$ cat config.mk
export PLATFORM = sky130hd
export DESIGN_NAME = mux_select_sequencer
export DESIGN_NICKNAME = d
export VERILOG_FILES = /design/src/rtl/mux_select_sequencer.sv
export SDC_FILE = /design/constraint.sdc
export NUM_CORES = 1
export LEC_CHECK = 0
export CAP_MARGIN = 20
export CORE_MARGIN = 2
export CORE_UTILIZATION = 50
export CTS_CLUSTER_DIAMETER = 60
export DETAILED_ROUTE_END_ITERATION = 10
export PLACE_DENSITY = 0.79
export SLEW_MARGIN = 20
export SYNTH_ARGS = -nofsm -noshare
export SYNTH_HDL_FRONTEND = slang
export SYNTH_SLANG_ARGS = --single-unit
$ cat constraint.sdc
create_clock -name clk -period 2.4 [get_ports clk]
set_input_delay 0.72 -clock clk [delete_from_list [all_inputs] [get_ports clk]]
set_output_delay 0.72 -clock clk [all_outputs]
set_load 0.01 [all_outputs]
$ cat src/rtl/mux_select_sequencer.sv
// Round-robin scan controller for a 4:1 transmission-gate mux. It steps the
// select pair over the enabled channels, lets each settle, and captures z per channel.
module mux_select_sequencer #(
  parameter int SETTLE = 2
) (
  input  logic       clk,
  input  logic       rst_n,
  input  logic       start,
  input  logic       abort,
  input  logic       continuous,
  input  logic [3:0] mask,
  input  logic       z,
  output logic       s1,
  output logic       s0,
  output logic       busy,
  output logic       done,
  output logic [3:0] sample,
  output logic [3:0] valid_mask,
  output logic [7:0] scan_count
);

  typedef enum logic [1:0] {ST_IDLE, ST_SETTLE, ST_SAMPLE, ST_DONE} state_t;

  localparam logic [3:0] RELOAD = 4'(SETTLE - 1);

  state_t      state, state_nx;
  logic [1:0]  ch, ch_nx;
  logic [3:0]  cnt, cnt_nx;
  logic [3:0]  mask_q, mask_nx;
  logic [3:0]  sample_nx, valid_nx, higher;
  logic [7:0]  count_nx;
  logic [1:0]  sel_nx;

  function automatic logic [1:0] lowest(input logic [3:0] m);
    logic [1:0] r;
    r = 2'd0;
    for (int i = 3; i >= 0; i--)
      if (m[i]) r = 2'(i);
    return r;
  endfunction

  // Select encoding: s1 = ~ch[0], s0 = ~ch[1].
  function automatic logic [1:0] enc(input logic [1:0] c);
    return {~c[0], ~c[1]};
  endfunction

  always_comb begin
    state_nx  = state;
    ch_nx     = ch;
    cnt_nx    = cnt;
    mask_nx   = mask_q;
    sample_nx = sample;
    valid_nx  = valid_mask;
    count_nx  = scan_count;
    sel_nx    = {s1, s0};
    higher    = mask_q & (4'b1110 << ch);
    case (state)
      ST_IDLE: begin
        sel_nx = 2'b11;
        if (start && mask != 4'd0) begin
          mask_nx   = mask;
          sample_nx = 4'd0;
          ch_nx     = lowest(mask);
          cnt_nx    = RELOAD;
          sel_nx    = enc(lowest(mask));
          state_nx  = ST_SETTLE;
        end
      end
      ST_SETTLE: begin
        if (abort) begin
          state_nx = ST_IDLE;
          sel_nx   = 2'b11;
        end else if (cnt == 4'd0) begin
          state_nx = ST_SAMPLE;
        end else begin
          cnt_nx = cnt - 4'd1;
        end
      end
      ST_SAMPLE: begin
        if (abort) begin
          state_nx = ST_IDLE;
          sel_nx   = 2'b11;
        end else begin
          sample_nx[ch] = z;
          if (higher != 4'd0) begin
            ch_nx    = lowest(higher);
            cnt_nx   = RELOAD;
            sel_nx   = enc(lowest(higher));
            state_nx = ST_SETTLE;
          end else begin
            state_nx = ST_DONE;
          end
        end
      end
      ST_DONE: begin
        valid_nx = mask_q;
        count_nx = scan_count + 8'd1;
        // An abort landing on DONE only cancels the automatic rescan.
        if (continuous && !abort && mask != 4'd0) begin
          mask_nx   = mask;
          sample_nx = 4'd0;
          ch_nx     = lowest(mask);
          cnt_nx    = RELOAD;
          sel_nx    = enc(lowest(mask));
          state_nx  = ST_SETTLE;
        end else begin
          sel_nx   = 2'b11;
          state_nx = ST_IDLE;
        end
      end
      default: begin
        state_nx = ST_IDLE;
        sel_nx   = 2'b11;
      end
    endcase
  end

  always_ff @(posedge clk or negedge rst_n) begin
    if (!rst_n) begin
      state      <= ST_IDLE;
      ch         <= 2'd0;
      cnt        <= 4'd0;
      mask_q     <= 4'd0;
      sample     <= 4'd0;
      valid_mask <= 4'd0;
      scan_count <= 8'd0;
      s1         <= 1'b1;
      s0         <= 1'b1;
    end else begin
      state      <= state_nx;
      ch         <= ch_nx;
      cnt        <= cnt_nx;
      mask_q     <= mask_nx;
      sample     <= sample_nx;
      valid_mask <= valid_nx;
      scan_count <= count_nx;
      s1         <= sel_nx[1];
      s0         <= sel_nx[0];
    end
  end

  assign busy = (state != ST_IDLE);
  assign done = (state == ST_DONE);

endmodule

==> flow_metrics.tcl <==
set metrics [dict create \
    cts_root_buf "clkbuf_4" \
    vias 1240 \
    syn_nets 160 \
    maxSlewHeadroom_pct 75.11 \
    die_y_um 58.96 \
    slew_viol_final 0 \
    grt_max_degree 31 \
    cp-end-kind "primary output" \
    floorplan.initialDensity_pct 53.84 \
    area_growth_pct 31.98 \
    final_common_cell "nand2_1" \
    critPathMaxStageDelay_ns 0.48 \
    grt_first_pass_wirelength_um 5644 \
    synth_ff_type "dfrtp_1" \
    path_clk_slew_ns 0.10 \
    design.portCount 30 \
    final_hold_viol_count 0 \
    worstSetupPathType "register to primary output" \
    cts_max_path_buffers 2 \
    multi_input_area_um2 732.0 \
    vdd_drop_max_uv 668.7 \
    cap_violations 0 \
    cpMaxStageDelayCell "clkdlybuf4s50_1" \
    crit_chain "nor2_1, inv_1, clkdlybuf4s50_1" \
    cts_buffers 5 \
    cp.required_ns 1.68 \
    die_area_um2 3476 \
    track_usage_pct 21.85 \
    cts_sinks 30 \
    clkLatencyLatePin_ns 0.33 \
    grt_pass1_vias 1242 \
    antenna_left 0 \
    final.period_utilization_pct 94.33 \
    synth-async-reset-ratio_pct 100.0 \
    globalRoute.totalOverflow 0 \
    syn_inst 147 \
    drc 1 \
    totalWireLength_um 3376 \
    cp_max_fo 8 \
    drt_pre_antenna_iters 7 \
    hpwl_um 2520 \
    r2r_slack_ns 0.54 \
    hold_path.class "register to register" \
    worst_pin_slew_ns 0.3727 \
    drt_iter0_drc 63 \
    critPathBufInv 2 \
    arrival_ns 1.54 \
    regArea_um2 755.7 \
    finalPower_mw 2.025 \
    cts_tree "done" \
    synth_cell_types 41 \
    ys_seq_elements 30 \
    fillers 214 \
    setup-violations-final 0 \
    holdWs_ns 0.4818 \
    rows 19 \
    fmax_mhz 441.7 \
    antenna_cells 0 \
    antenna_found_initial 0 \
    cp_top_family "buffers and inverters" \
    rsz0062_at_grt "false" \
    drive_gt1_share_pct 19.49 \
    cts_max_level 2 \
    status "complete, but fails checks" \
    violations "DRC" \
    fp.dieW_um 58.96 \
    via_per_inst 5.487 \
    post_cts_buffers 0 \
    ys_seq_area_share_pct 49.88 \
    avgSynthCellArea_um2 10.27 \
    yosys_warnings 0 \
    io_buffers 29 \
    cp-start-kind "register" \
    power_leakage_nw 0.8800 \
    final_cell_mix "nand2_1 (33), clkdlybuf4s50_1 (29), dfrtp_1 (26)" \
    period_minus_slack_ns 2.264 \
    wl_per_cell_um 14.94 \
    synth_edf_count 0 \
    core_area_um2 2805 \
    skew_ns 0.007901 \
    place_congestion 0.8007 \
    place_inst 218 \
    final_cells 226 \
    final_net_count 207 \
    power_density_nw_per_um2 1016 \
    synthesis.area_um2 1510 \
]
per-stage QoR:
| stage | area [µm²] | TNS (ns) | setup slack [ns] | util (%) |
|---|---|---|---|---|
| floorplan | 1510 | 0 | 0.3845 | - |
| global placement | 1924 | -0.9125 | -0.1457 | 68.60 |
| detailed placement | 1924 | -1.191 | -0.1761 | 68.60 |
| CTS | 1991 | 0 | 0.05456 | 70.96 |
| global route | 1993 | 0 | 0.04551 | 71.05 |
| finish | 1993 | 0 | 0.1360 | 71.05 |
worst register-to-register path: stages (launching register included):
cell	delay (ns)
dfrtp_1	0.47
or3b_1	0.44
nand4_2	0.19
o311ai_2	0.15
or4b_1	0.48
nand2_1	0.07
timing repair:
item                                    4_1_cts  5_1_grt
hold buffers                                  0        0
pin swaps                                     0        0
endpoints found under the setup margin        1        1
endpoints found under the hold margin         0        0
resized for setup                             1        2
area by class of cell:
class | count | area share [%]
clock inverter | 2 | 0.6277
timing repair buffer | 41 | 19.08
sequential | 30 | 37.92
tap | 31 | 1.946
multi-input combinational | 110 | 36.72
inverter | 6 | 1.130
clock buffer | 6 | 2.574
worst paths after layout:
path | from | cells after the start | to
worst max-delay path | state[1]$_DFFE_PN0P_ | 3 | busy
worst min-delay path | mask_q[0]$_DFFE_PN0P_ | 2 | valid_mask[0]$_DFFE_PN0P_
worst max register to register | ch[0]$_DFFE_PN0P_ | 5 | cnt[2]$_DFFE_PN0P_
worst min register to register | mask_q[0]$_DFFE_PN0P_ | 2 | valid_mask[0]$_DFFE_PN0P_
max in group asynchronous | rst_n | 2 | s0$_DFFE_PN1P_
min in group asynchronous | rst_n | 2 | mask_q[0]$_DFFE_PN0P_
layer usage:
metal	global-route usage [%]	wire, µm	vias to the layer above
met4	7.792	25	0
met5	0	0	-
met3	6.813	209	4
met1	29.83	1538	578
met2	32.86	1603	48
li1	-	-	610
sequential cells by signal, summed over array words and instances (netlist names):
| name | flops |
|---|---|
| mask_q | 4 |
| scan_count | 8 |
| sample | 4 |
| s1 | 1 |
| valid_mask | 4 |
| state | 2 |
| cnt | 4 |
| ch | 2 |
| s0 | 1 |
where the power goes:
group          leakage (nW)  internal (mW)  switching, mW
combinational         0.464          0.447          0.398
clock                0.0343          0.141          0.181
sequential            0.382          0.673          0.185
logic make-up (layout without fill, tap and decap cells):
logic type	after synthesis	in the layout	share of synthesized area (%)
compound gates	28	28	14.42
xor+xnor	7	7	4.060
fa+ha+maj	3	3	2.486
buf+inv	7	55	1.822
flops	30	30	49.88
mux	5	5	3.645
simple gates	67	67	23.70
Yosys cell counts, types with 2 or more instances:
library cell / n / area, µm²
nand2_1: 34 / 127.6
dfrtp_1: 28 / 700.7
o21ai_0: 10 / 50.05
nand2b_1: 7 / 43.79
xnor2_1: 7 / 61.31
inv_1: 6 / 22.52
mux2_2: 4 / 45.04
nand3_1: 4 / 20.02
ha_1: 3 / 37.54
nor2_1: 3 / 11.26
nor2b_1: 3 / 18.77
o21a_1: 3 / 22.52
a21oi_1: 2 / 10.01
a22o_1: 2 / 17.52
dfstp_2: 2 / 52.55
nand4_1: 2 / 12.51
nor3b_1: 2 / 15.01
o21bai_1: 2 / 15.01
No activity file was read; power rests on OpenSTA's default activity.
